File: src/rtl/fp_mul_arbiter.sv
// rtl/fp_mul_arbiter.sv - round-robin arbiter sharing one two-stage fp_mul pipeline among NUM_REQ requesters
// fp_mul is the shared combinational multiplier; fp_mul_arbiter wraps it with operand/product registers.

module fp_mul #(
    parameter int WIDTH = 8
) (
    input  logic [WIDTH-1:0]   a,
    input  logic [WIDTH-1:0]   b,
    output logic [2*WIDTH-1:0] p
);
    assign p = a * b;
endmodule

module fp_mul_arbiter #(
    parameter int NUM_REQ    = 4,
    parameter int DATA_WIDTH = 8,
    parameter int ID_WIDTH   = 2
) (
    input  logic                          clk,
    input  logic                          reset,
    input  logic [NUM_REQ-1:0]            req_valid,
    input  logic [NUM_REQ*DATA_WIDTH-1:0] req_a,
    input  logic [NUM_REQ*DATA_WIDTH-1:0] req_b,
    output logic [NUM_REQ-1:0]            req_ready,
    output logic                          rsp_valid,
    input  logic                          rsp_ready,
    output logic [2*DATA_WIDTH-1:0]       rsp_data,
    output logic [ID_WIDTH-1:0]           rsp_id,
    output logic                          busy
);
    logic [ID_WIDTH-1:0]     ptr_q, ptr_d;
    logic                    s1_valid_q, s1_valid_d;
    logic [DATA_WIDTH-1:0]   s1_a_q, s1_a_d, s1_b_q, s1_b_d;
    logic [ID_WIDTH-1:0]     s1_id_q, s1_id_d;
    logic                    s2_valid_q, s2_valid_d;
    logic [2*DATA_WIDTH-1:0] s2_data_q, s2_data_d;
    logic [ID_WIDTH-1:0]     s2_id_q, s2_id_d;
    logic                    busy_q, busy_d;

    logic                    s2_adv, s1_adv, can_accept;
    logic                    grant_any;
    logic [ID_WIDTH-1:0]     grant_id;
    logic [DATA_WIDTH-1:0]   grant_a, grant_b;
    logic [2*DATA_WIDTH-1:0] product;
    int                      idx;

    fp_mul #(.WIDTH(DATA_WIDTH)) u_mul (
        .a (s1_a_q),
        .b (s1_b_q),
        .p (product)
    );

    always_comb begin
        s2_adv     = !s2_valid_q || rsp_ready;
        s1_adv     = !s1_valid_q || s2_adv;
        can_accept = s1_adv && !reset;
    end

    // Search from ptr upward with wrap; first valid requester wins.
    always_comb begin
        req_ready = '0;
        grant_any = 1'b0;
        grant_id  = '0;
        grant_a   = '0;
        grant_b   = '0;
        ptr_d     = ptr_q;
        idx       = 0;
        for (int k = 0; k < NUM_REQ; k++) begin
            idx = int'(ptr_q) + k;
            if (idx >= NUM_REQ) begin
                idx = idx - NUM_REQ;
            end
            if (can_accept && !grant_any && req_valid[idx]) begin
                grant_any      = 1'b1;
                req_ready[idx] = 1'b1;
                grant_id       = ID_WIDTH'(idx);
                grant_a        = req_a[idx*DATA_WIDTH +: DATA_WIDTH];
                grant_b        = req_b[idx*DATA_WIDTH +: DATA_WIDTH];
                ptr_d          = (idx == NUM_REQ - 1) ? '0 : ID_WIDTH'(idx + 1);
            end
        end
    end

    always_comb begin
        s1_valid_d = s1_valid_q;
        s1_a_d     = s1_a_q;
        s1_b_d     = s1_b_q;
        s1_id_d    = s1_id_q;
        s2_valid_d = s2_valid_q;
        s2_data_d  = s2_data_q;
        s2_id_d    = s2_id_q;
        if (s1_adv) begin
            s1_valid_d = grant_any;
            if (grant_any) begin
                s1_a_d  = grant_a;
                s1_b_d  = grant_b;
                s1_id_d = grant_id;
            end
        end
        // Data only loads with a real entry so rsp_data stays put across bubbles.
        if (s2_adv) begin
            s2_valid_d = s1_valid_q;
            if (s1_valid_q) begin
                s2_data_d = product;
                s2_id_d   = s1_id_q;
            end
        end
        busy_d = s1_valid_d | s2_valid_d;
    end

    always_ff @(posedge clk) begin
        if (reset) begin
            ptr_q      <= '0;
            s1_valid_q <= 1'b0;
            s1_a_q     <= '0;
            s1_b_q     <= '0;
            s1_id_q    <= '0;
            s2_valid_q <= 1'b0;
            s2_data_q  <= '0;
            s2_id_q    <= '0;
            busy_q     <= 1'b0;
        end else begin
            ptr_q      <= ptr_d;
            s1_valid_q <= s1_valid_d;
            s1_a_q     <= s1_a_d;
            s1_b_q     <= s1_b_d;
            s1_id_q    <= s1_id_d;
            s2_valid_q <= s2_valid_d;
            s2_data_q  <= s2_data_d;
            s2_id_q    <= s2_id_d;
            busy_q     <= busy_d;
        end
    end

    assign rsp_valid = s2_valid_q;
    assign rsp_data  = s2_data_q;
    assign rsp_id    = s2_id_q;
    assign busy      = busy_q;
endmodule

File: config.mk
export PLATFORM = sky130hd
export DESIGN_NAME = fp_mul_arbiter
export DESIGN_NICKNAME = d
export VERILOG_FILES = /design/src/rtl/fp_mul_arbiter.sv
export SDC_FILE = /design/constraint.sdc
export NUM_CORES = 1
export LEC_CHECK = 0
export BUFFER_PORTS_ARGS = -buffer_cell sky130_fd_sc_hd__buf_2
export CORE_MARGIN = 4
export CORE_UTILIZATION = 55
export DETAILED_ROUTE_END_ITERATION = 16
export GPL_TIMING_DRIVEN = 0
export PLACE_DENSITY = 0.8
export SYNTH_ARGS = -nofsm -noshare
export SYNTH_HDL_FRONTEND = slang
export SYNTH_HIERARCHICAL = 1
export SYNTH_SLANG_ARGS = --single-unit
File: constraint.sdc
create_clock -name clk -period 5.5 [get_ports clk]
set_input_delay 0.825 -clock clk [delete_from_list [all_inputs] [get_ports clk]]
set_output_delay 0.825 -clock clk [all_outputs]
set_load 0.005 [all_outputs]
# Word level (Yosys, flattened, before mapping)
# Index checks and enable logic that the tools add are counted.
[totals]
ff_bits = 41
inputBits = 71
out_inout_bits = 24
[classes]
add_sub_neg = 11
n_mul = 1
order_cmp = 12
eq_ne = 4
shifts = 8
muxes = 54
n_bitwise = 4
reduce_logical = 23
[op_table]
columns = ["operator", "n"]
rows = [
  ["$shiftx A32 B32 Y8", 8],
  ["$eq A32 B3 Y1 const B", 4],
  ["$ge A32 B1 Y1 const B", 4],
  ["$lt A32 B4 Y1 const B", 4],
  ["$mux W32", 4],
  ["$mux W8", 8],
  ["$mux W2", 12],
  ["$mux W1", 18],
  ["$mul A8 B8 Y16", 1],
  ["$mux W4", 4],
  ["$logic_and A1 B1 Y1", 12],
  ["$or A4 B4 Y4", 3],
  ["$sub A3 B3 Y4 const B", 3],
  ["$ge A3 B3 Y1 const B", 3],
  ["$add A2 B2 Y2 const B", 4],
  ["$bmux W1 S2", 4],
  ["$demux W1 S2", 4],
  ["$add A2 B2 Y3 const B", 2],
  ["$logic_not A1 Y1", 6],
  ["$reduce_and A2 Y1", 2],
  ["$reduce_bool A4 Y1", 1],
  ["$sub A2 B3 Y4 const B", 1],
  ["$add A2 B1 Y3 const B", 1],
  ["$ge A2 B3 Y1 const B", 1],
  ["2 further kinds", 3],
]

# Longest topological paths before layout
# Gate-level depths: netlist of run 1.
[depth]
word_depth = 21
depth_mapped = 17
mapped_depth_nobuf = 17

# Hierarchy
# The synthesis of run 1 kept the hierarchy.
[modules_own_cells]
columns = ["mod", "n_inst", "cells_per_inst", "area_per_inst_um2", "seq_area_each_um2"]
rows = [
  ["fp_mul_arbiter", 1, 425, 3892.5, 820.8],
  ["fp_mul", 1, 243, 2105.8, 0.0],
]

# Worst setup path before layout of run 1
# OpenSTA, ideal clock, no wires.
[synth_path]
path_kind = "register to register"
from = "reg s1_b_q[4]"
to = "reg s2_data_q[11] (netlist: rsp_data[11])"
setup_ps = 70
arrival_time_ps = 3965
required_ps = 5430
path_slack_ps = 1464
stages_incl_launch_ff = 18
path_buffers = 0
period_less_slack_ps = 4036
path_cell_list = "dfxtp_1 -> and2_1 -> fa_1 -> inv_1 -> fa_1 -> inv_1 -> fa_1 -> inv_1 -> fa_1 -> inv_1 -> ha_1 -> a21o_1 -> a21oi_1 -> nand2_1 -> a31oi_1 -> xnor2_1 -> nand2_1 -> a21oi_1"
[synth_between]
elab_chain_len = 1
[synth_rtl]
columns = ["item", "line_no", "text"]
rows = [
  ["start, declared", "33", "logic [DATA_WIDTH-1:0] s1_a_q, s1_a_d, s1_b_q, s1_b_d;"],
  ["start signal, assigned", "116", "s1_b_q <= '0;"],
  ["start signal, assigned", "126", "s1_b_q <= s1_b_d;"],
  ["$mul A8 B8 Y16", "11", "assign p = a * b;"],
  ["via product[11]", "44", "logic [2*DATA_WIDTH-1:0] product;"],
  ["end signal, assigned", "129", "s2_data_q <= s2_data_d;"],
  ["end, declared", "36", "logic [2*DATA_WIDTH-1:0] s2_data_q, s2_data_d;"],
]
# The timed path passes the listed nets, and every way through them passes these cells.
# A chain may end at the register's enable or synchronous reset.

# Final worst setup path of run 1
[layout_path]
from = "reg ptr_q[1]"
to = "out req_ready[1]"
[layout_between]
elab_chain_len = 19
word_cells_on_any_way = 67
cone_classes = "add/sub (7); order compare (12); mux (31); bitwise (3); reduce/logical (14)"
[layout_rtl]
columns = ["item", "line_no", "text"]
rows = [
  ["start, declared", "31", "logic [ID_WIDTH-1:0] ptr_q, ptr_d;"],
  ["start signal, assigned", "123", "ptr_q <= ptr_d;"],
  ["branches (longest 18 deep; another with $ge A32 B1 Y1)", "n/a", ""],
  ["$mux W4 *", "73", "if (can_accept && !grant_any && req_valid[idx]) begin"],
  ["end, declared", "24", "output logic [NUM_REQ-1:0] req_ready,"],
]
# Every way passes the cells marked *. The select of a mux whose other input is x is not followed.

==> flow_summary.json, run 1 <==
{
  "worst_setup_hold_path_clk_slew_ns": 0.09,
  "layout-area-overhead-vs-synth_pct": 12.54,
  "internal_power_mw": 1.347,
  "p_switching_mw": 1.262,
  "drt_drc": 0,
  "cts.path.max_buffers": 2,
  "synthesis.area_per_instance_um2": 8.979,
  "netlist.top_cell.by_area": "dfxtp_1",
  "worst_skew_pair.late_latency_ns": 0.30,
  "reg2reg_slack_ns": 0.93,
  "post_cts_setup_bufs": 0,
  "worst_setup_path_start_kind": "flip-flop",
  "r2r_end": "rsp_data[15]",
  "dp.final_hpwl_mm": 13.10,
  "count_of_flip_flops_with_a_built_in_enable_after_synthesis": 0,
  "grt_start_max_net_pins": 14,
  "critical_path.startpoint": "ptr_q[1]",
  "run_status": "finished, final reports clean",
  "floorplan.core_area_mm2": 0.01046,
  "yosysSeqAreaShare": 0.1368,
  "vias_per_cell": 6.316,
  "totalNegativeSetupSlack_ns": 0,
  "h-tree-depth": 2,
  "fillCellCount": 886,
  "p_leak_nw": 3.176,
  "synth_cells": 668,
  "yosys.area_share.adder": 0.2119,
  "clock-root-buffer": "clkbuf_8",
  "yosys_warnings": 6,
  "drt-total-wl_mm": 16.74,
  "worst_setup_path_end_kind": "output port",
  "numPortBuffers": 93,
  "ys_seq_elements": 41,
  "mostFrequentLayoutCells": "buf_2, nand2_1, inv_1",
  "seqPwrFrac": 0.182,
  "worst_setup_path_endpoint": "req_ready[1]",
  "num-nets-final": 919,
  "timing.max_slew.rel_slack": 0.3807,
  "final.min_clock_period_ns": 4.961,
  "wire_length_of_the_first_global_routing_pass_mm": 27.81,
  "vdd.ir_drop.worst_uv": 343.6,
  "detailedRoute.firstIterationViolations": 480,
  "netlist.area_leader.share": 0.1368,
  "whs_ns": 0.4565,
  "finish.cell_count_without_fillers": 905,
  "synthesis.area_mm2": 0.005998,
  "total_power_mw": 2.609,
  "die_h_um": 112.4,
  "grt_use_total": 0.2639,
  "layout.cells.most_common": "buf_2",
  "post_synth_mux_area_share": 0.2290,
  "setup_viol_count_final": 0,
  "dominantRegCellSynth": "dfxtp_1",
  "placedCellCount": 897,
  "globalplace.congestion": 0.9377,
  "initial_core_utilization": 0.5733,
  "worst_slack_ns": 0.5388,
  "cp_data_arrival_time_ns": 4.14,
  "top_level_ports": 95,
  "worst_hold_path_type": "flip-flop to flip-flop",
  "cts_repair_resize_count": 0,
  "unrepaired_setup_endpoints_after_global_routing": "false",
  "synth_compound_gate_area_share": 0.1700,
  "powerDensity_mw_per_mm2": 386.5,
  "final_min_period_over_clock_period": 0.9020,
  "distinct_cell_type_count_after_synthesis": 62,
  "drt_pass_1_iters": 7,
  "insertedDiodeCount": 0,
  "die-area_mm2": 0.01264,
  "synth-simple-area-share": 0.1642,
  "cts_made_buffers": 5,
  "tritoncts": "done",
  "main_area_contributors_after_synthesis": "dfxtp_1, mux4_2, fa_1",
  "timing.final.max_slew_violations": 0,
  "timing.critical_path.required_ns": 4.68,
  "drive_above_1_share": 0.2809,
  "drtAntennaViolNets": 0,
  "die_width_um": 112.4,
  "initial_antenna_violation_count": 0,
  "cts_num_sinks": 41,
  "hold_fix_buffers_at_cts": 0,
  "placementRows": 37,
  "worstMarginPinSlew_ns": 0.9289,
  "timing.critical_path.fanout_max": 13,
  "timing_hold_violations_final": 0,
  "p_comb_frac": 0.716,
  "yosys.area_share.xor_xnor": 0.01752,
  "via_count_of_the_first_global_routing_pass": 5814,
  "power.share.clock": 0.101,
  "grt.overflow.total": 0,
  "launching_point_of_the_worst_reg2reg_path": "s1_a_q[0]",
  "fmax_mhz": 201.6,
  "syn_nets": 819,
  "switching_share": 0.4837,
  "post_route_clock_skew_ns": 0.01436,
  "timing.reg2reg.worst_path_depth": 16,
  "detail_route.wl_per_cell_um": 18.50,
  "pre_cts_slack_ns": 0.9716,
  "total_vias_in_the_final_route": 5716,
  "number_of_max_capacitance_violations_reported": 0,
  "largest_family_of_logic_cells_by_synthesized_area": "multiplexers",
  "async_reset_ff_frac": 0,
  "worst-setup-path-type": "flip-flop to output port"
}
synthesized netlist by cell type, drive strengths merged, types with 6 or more instances:
library cell and number:
a211oi 8, a21oi 45, a221o 6, a22oi 19
and2 50, buf 19, clkbuf 14, dfxtp 41
fa 36, ha 44, inv 69, mux2 34
mux2i 18, mux4 36, nand2 96, nor2 25
nor3 8, o21ai 21, o22ai 16, xnor2 8
metrics by stage:
stage	area [um^2]	util
after floorplan	5998	-
after global placement	6634	0.6341
after detailed placement	6634	0.6341
after CTS	6750	0.6452
after global routing	6750	0.6452
final	6750	0.6452
registers in the layout, summed over array words and instances (netlist names), 2 cells and up:
signal and flops:
rsp_data 16, s1_a_q 8, s1_b_q 8, ptr_q 2
rsp_id 2, s1_id_q 2
logic make-up after synthesis:
group / count (synthesis)
AND/OR/NAND/NOR: 200
AO/OA/AOI/OAI: 145
buffers and inverters: 102
multiplexers: 88
adder cells (fa/ha/maj): 80
flip-flops: 41
XOR/XNOR: 12
cell type report:
type                    count  area (um^2)  share of cell area
plain buffers              33        163.9             0.02428
clock buffers               7        86.33             0.01279
clock inverters             1        30.03            0.004449
inverters                  69        259.0             0.03837
multi-input cells         525         4755              0.7044
flip-flops and latches     41        820.8              0.1216
well taps                 136        170.2             0.02521
repair buffers             93        465.4             0.06895
worst max-delay path, stage by stage (launching register included):
cell      delay (ns)
dfxtp_1         0.50
clkbuf_1        0.31
inv_2           0.19
buf_1           0.44
ha_1            0.54
mux4_2          0.67
nor3b_1         0.26
and2_1          0.15
buf_2           0.20
buf_4           0.22
a222oi_1        0.13
nand2_1         0.10
buf_2           0.11
power groups by stage:
stage | clock network [mW] | logic, mW | registers [mW]
global route | 0.272 | 2.04 | 0.487
detailed placement | 0 | 1.83 | 0.481
CTS | 0.263 | 1.84 | 0.473
floorplan | 0 | 1.42 | 0.433
global placement | 0 | 1.77 | 0.476
finish | 0.264 | 1.87 | 0.476
layer usage:
layer,vias to the layer above,track usage,part of all wire
met5,-,0,0
met4,0,0.07292,0.024
met3,44,0.03720,0.078
met2,347,0.4823,0.51
met1,2735,0.3243,0.39
li1,2590,-,-
how the worst min path moves through the flow:
| stage | from | end | slack, ns | cells past startpoint |
|---|---|---|---|---|
| 2_1_floorplan | s1_id_q[1] | rsp_id[1] | 0.43 | 2 |
| 3_5_place_dp | rsp_data[2] | rsp_data[2] | 0.45 | 2 |
| 5_1_grt | rsp_data[10] | rsp_data[10] | 0.48 | 2 |
| 6_report | rsp_data[5] | rsp_data[5] | 0.46 | 2 |
| 3_3_place_gp | rsp_data[11] | rsp_data[11] | 0.44 | 2 |
| 4_1_cts | rsp_data[14] | rsp_data[14] | 0.46 | 2 |
Power figures use the tool's default switching activity.
==> run 2: changes to the inputs <==
--- a/config.mk
+++ b/config.mk
@@ -5,11 +5,12 @@
 export SDC_FILE = /design/constraint.sdc
 export NUM_CORES = 1
 export LEC_CHECK = 0
-export BUFFER_PORTS_ARGS = -buffer_cell sky130_fd_sc_hd__buf_2
+export BUFFER_PORTS_ARGS = -buffer_cell sky130_fd_sc_hd__buf_4
 export CORE_MARGIN = 4
 export CORE_UTILIZATION = 55
 export DETAILED_ROUTE_END_ITERATION = 16
 export GPL_TIMING_DRIVEN = 0
+export MAX_ROUTING_LAYER = met4
 export PLACE_DENSITY = 0.8
 export SYNTH_ARGS = -nofsm -noshare
 export SYNTH_HDL_FRONTEND = slang
==> flow_summary.json, run 2 (synthesis results as in run 1) <==
{
  "timing.final.max_slew_violations": 0,
  "post-route-cell-area_mm2": 0.006979,
  "worst-setup-path-type": "flip-flop to output port",
  "reg2reg_slack_ns": 0.96,
  "detailedRoute.firstIterationViolations": 380,
  "initial_core_utilization": 0.5733,
  "critical_path.startpoint": "ptr_q[1]",
  "worst_setup_hold_path_clk_slew_ns": 0.09,
  "tritoncts": "done",
  "hold_fix_buffers_at_cts": 0,
  "worst_setup_path_endpoint": "req_ready[0]",
  "grt_start_max_net_pins": 15,
  "multi_input_area_mm2": 0.004755,
  "cp_data_arrival_time_ns": 4.06,
  "die_width_um": 112.4,
  "worst_setup_path_end_kind": "output port",
  "totalNegativeSetupSlack_ns": 0,
  "wl_met3_mm": 1.339,
  "detail_route.wl_per_cell_um": 18.64,
  "layout-area-overhead-vs-synth_pct": 16.35,
  "timing.reg2reg.worst_path_depth": 16,
  "timing.critical_path.fanout_max": 13,
  "timing.max_slew.rel_slack": 0.4089,
  "total_power_mw": 2.622,
  "floorplan.core_area_mm2": 0.01046,
  "run_status": "finished, final reports clean",
  "total_vias_in_the_final_route": 5596,
  "placementRows": 37,
  "wire_length_of_the_first_global_routing_pass_mm": 27.89,
  "number_of_flip_flops_in_the_largest_register": 16,
  "fmax_mhz": 204.9,
  "maxUsedRoutingLayer": "met4",
  "drt_drc": 0,
  "final_min_period_over_clock_period": 0.8875,
  "grt.overflow.total": 0,
  "dp.final_hpwl_mm": 13.36,
  "drtAntennaViolNets": 0,
  "globalplace.congestion": 0.9456,
  "insertedDiodeCount": 0,
  "cts.path.max_buffers": 2,
  "vias_per_cell": 6.183,
  "powerDensity_mw_per_mm2": 375.6,
  "numPortBuffers": 93,
  "cts_made_buffers": 5,
  "initial_antenna_violation_count": 0,
  "met1_length_mm": 6.587,
  "timing_hold_violations_final": 0,
  "drive_above_1_share": 0.2822,
  "drt-total-wl_mm": 16.87,
  "post_cts_setup_bufs": 0,
  "top_level_ports": 95,
  "timing.critical_path.required_ns": 4.68,
  "unrepaired_setup_endpoints_after_global_routing": "false",
  "p_leak_nw": 3.235,
  "final.min_clock_period_ns": 4.881,
  "die-area_mm2": 0.01264,
  "mostFrequentLayoutCells": "nand2_1, buf_4, inv_1",
  "cts_repair_resize_count": 0,
  "detailed_place.area_mm2": 0.006867,
  "h-tree-depth": 2,
  "worst_setup_path_start_kind": "flip-flop",
  "worstMarginPinSlew_ns": 0.8866,
  "die_h_um": 112.4,
  "num-nets-final": 919,
  "vdd.ir_drop.worst_uv": 366.3,
  "met2_wirelength_mm": 8.360,
  "number_of_max_capacitance_violations_reported": 0,
  "post_route_clock_skew_ns": 0.006662,
  "launching_point_of_the_worst_reg2reg_path": "s1_b_q[7]",
  "clock-root-buffer": "clkbuf_8",
  "drt_pass_1_iters": 5,
  "ff_latch_area_um2": 820.8,
  "via_count_of_the_first_global_routing_pass": 5758,
  "worst_skew_pair.late_latency_ns": 0.31,
  "setup_viol_count_final": 0,
  "worst_hold_path_type": "flip-flop to flip-flop",
  "layout.cells.most_common": "nand2_1",
  "r2r_end": "rsp_data[15]",
  "cts_num_sinks": 41,
  "grt_use_total": 0.2770,
  "fillCellCount": 861
}
run 2: through the flow:
stage	std cells	hold slack, ns	util	setup WS [ns]
3_5_place_dp	897	0.4495	0.6563	0.9842
3_3_place_gp	897	0.4421	0.6563	1.035
4_1_cts	905	0.4540	0.6671	0.6469
2_1_floorplan	668	0.4317	-	1.464
6_report	905	0.4527	0.6671	0.6187
5_1_grt	905	0.4648	0.6671	0.4065
run 2: critical path: stages, from the launching register on:
cell and delay [ns]:
dfxtp_1 0.46, clkbuf_1 0.31, inv_2 0.19, buf_1 0.43
ha_1 0.53, mux4_2 0.67, nor3b_1 0.27, and2_1 0.15
buf_2 0.20, buf_4 0.22, a222oi_1 0.12, nand2_1 0.09
buf_4 0.10
run 2: worst min-delay path by stage:
stage	cells past startpoint	start	end
after detailed placement	2	rsp_data[12]	rsp_data[12]
after global routing	2	s1_id_q[0]	rsp_id[0]
after CTS	2	s1_id_q[0]	rsp_id[0]
after global placement	2	s1_id_q[0]	rsp_id[0]
after floorplan	2	s1_id_q[1]	rsp_id[1]
final	2	s1_id_q[0]	rsp_id[0]
run 2: layout make-up:
cell class	count	area share
Clock buffer	5	0.009860
Buffer	33	0.02349
Tap cell	136	0.02438
Sequential cell	41	0.1176
Clock inverter	3	0.006275
Timing Repair Buffer	93	0.1000
Inverter	69	0.03711
Multi-Input combinational cell	525	0.6812
run 2: power breakdown:
part           internal (mW)  switching [mW]  total (mW)
clock                  0.136           0.122       0.258
sequential             0.361           0.116       0.477
combinational          0.862            1.02        1.89
run 2: layer usage:
layer  up-vias  global-route usage
li1       2577                   -
met1      2671              0.3356
met2       293              0.4632
met3        55             0.04205
met4         0              0.1130
met5         -                   -
==> run 3: changes to the inputs <==
--- a/config.mk
+++ b/config.mk
@@ -7,11 +7,11 @@
 export LEC_CHECK = 0
 export BUFFER_PORTS_ARGS = -buffer_cell sky130_fd_sc_hd__buf_4
 export CORE_MARGIN = 4
-export CORE_UTILIZATION = 55
+export CORE_UTILIZATION = 48
 export DETAILED_ROUTE_END_ITERATION = 16
 export GPL_TIMING_DRIVEN = 0
 export MAX_ROUTING_LAYER = met4
-export PLACE_DENSITY = 0.8
+export PLACE_DENSITY = 0.71
 export SYNTH_ARGS = -nofsm -noshare
 export SYNTH_HDL_FRONTEND = slang
 export SYNTH_HIERARCHICAL = 1
==> flow_summary.json, run 3 (synthesis results as in run 1) <==
{
  "top_level_ports": 95,
  "drt-total-wl_mm": 16.80,
  "initial_antenna_violation_count": 0,
  "vias_per_cell": 5.863,
  "wl_met3_mm": 1.027,
  "cts.path.max_buffers": 2,
  "detailedRoute.firstIterationViolations": 374,
  "fillCellCount": 1123,
  "tritoncts": "done",
  "whs_ns": 0.4529,
  "detailed_place.area_mm2": 0.006907,
  "post_route_clock_skew_ns": 0.004997,
  "setup_viol_count_final": 0,
  "cts_made_buffers": 5,
  "p_leak_nw": 3.257,
  "initial_core_utilization": 0.4952,
  "finish.cell_count_without_fillers": 937,
  "worst_skew_pair.late_latency_ns": 0.29,
  "timing.max_slew.rel_slack": 0.4132,
  "timing.critical_path.required_ns": 4.68,
  "vdd.ir_drop.worst_uv": 284.3,
  "worst_setup_hold_path_clk_slew_ns": 0.07,
  "cts_num_sinks": 41,
  "die-area_mm2": 0.01435,
  "worst_setup_path_start_kind": "flip-flop",
  "final_min_period_over_clock_period": 0.9118,
  "timing.final.max_slew_violations": 0,
  "number_of_flip_flops_in_the_largest_register": 16,
  "layout-area-overhead-vs-synth_pct": 18.00,
  "timing_hold_violations_final": 0,
  "mostFrequentLayoutCells": "nand2_1, buf_4, inv_1",
  "grt.overflow.total": 0,
  "post_cts_setup_bufs": 0,
  "fmax_mhz": 199.4,
  "cts_repair_resize_count": 0,
  "hold_fix_buffers_at_cts": 0,
  "cp_data_arrival_time_ns": 4.19,
  "via_count_of_the_first_global_routing_pass": 5609,
  "numPortBuffers": 93,
  "total_power_mw": 2.697,
  "drive_above_1_share": 0.2822,
  "dp.final_hpwl_mm": 13.37,
  "grt_start_max_net_pins": 15,
  "layout.cells.most_common": "nand2_1",
  "num-nets-final": 919,
  "total_vias_in_the_final_route": 5494,
  "ff_latch_area_um2": 820.8,
  "drt_drc": 0,
  "drtAntennaViolNets": 0,
  "worst_setup_path_end_kind": "output port",
  "run_status": "finished, final reports clean",
  "multi_input_area_mm2": 0.004755,
  "clock-root-buffer": "clkbuf_16",
  "timing.critical_path.fanout_max": 13,
  "die_width_um": 119.8,
  "wire_length_of_the_first_global_routing_pass_mm": 27.86,
  "worstMarginPinSlew_ns": 0.8802,
  "powerDensity_mw_per_mm2": 381.1,
  "worst_hold_path_type": "flip-flop to flip-flop",
  "worst-setup-path-type": "flip-flop to output port",
  "totalNegativeSetupSlack_ns": 0,
  "h-tree-depth": 2,
  "post-route-cell-area_mm2": 0.007078,
  "final.min_clock_period_ns": 5.015,
  "globalplace.congestion": 0.9121,
  "grt_use_total": 0.2432,
  "die_h_um": 119.8,
  "met2_wirelength_mm": 8.419,
  "unrepaired_setup_endpoints_after_global_routing": "false",
  "met1_length_mm": 7.003,
  "drt_pass_1_iters": 5,
  "placedCellCount": 929,
  "detail_route.wl_per_cell_um": 17.93,
  "insertedDiodeCount": 0,
  "placementRows": 40,
  "number_of_max_capacitance_violations_reported": 0,
  "floorplan.core_area_mm2": 0.01211,
  "maxUsedRoutingLayer": "met4"
}
==> run 3: changes by cell type in the layout (fill, tap and decap cells not counted), sizes merged <==
cell / delta
clkinvlp: +1
inv: -1
==> run 3: layout make-up <==
type,instances,area share
Timing Repair Buffer,93,0.09864
Clock inverter,3,0.006541
Buffer,33,0.02316
Inverter,69,0.03659
Tap cell,168,0.02970
Clock buffer,5,0.01768
Multi-Input combinational cell,525,0.6717
Sequential cell,41,0.1160
==> run 3: path summary, 6_finish.rpt <==
| path | depth (start not counted) | end | slack [ns] | start |
|---|---|---|---|---|
| setup / recovery | 12 | req_ready[3] | 0.49 | ptr_q[1] |
| hold / removal | 2 | rsp_data[8] | 0.45 | rsp_data[8] |
| setup reg to reg | 16 | rsp_data[15] | 1.02 | s1_b_q[6] |
| hold reg to reg | 2 | rsp_data[8] | 0.45 | rsp_data[8] |
==> run 3: power by group <==
part	internal (mW)	switching (mW)
combinational	0.860	1.01
sequential	0.361	0.115
clock	0.215	0.131
==> run 3: critical path: stages (launching register included) <==
cell and delay, ns:
dfxtp_1 0.46, clkbuf_1 0.36, inv_2 0.21, buf_1 0.43, ha_1 0.55, mux4_2 0.67, nor3b_1 0.28, and2_1 0.16
buf_2 0.20, buf_4 0.22, a222oi_1 0.14, nand2_1 0.10, buf_4 0.11
==> run 3: layer usage <==
layer,global-route usage,vias to the layer above
li1,-,2587
met1,0.2975,2671
met2,0.4230,209
met3,0.02875,27
met4,0.07445,0
met5,-,-
==> run 3: per-stage QoR <==
| stage | utilization | setup WS [ns] |
|---|---|---|
| floorplan | - | 1.464 |
| global placement | 0.5702 | 0.8392 |
| detailed placement | 0.5702 | 0.8662 |
| CTS | 0.5844 | 0.5320 |
| global route | 0.5844 | 0.2263 |
| finish | 0.5844 | 0.4851 |
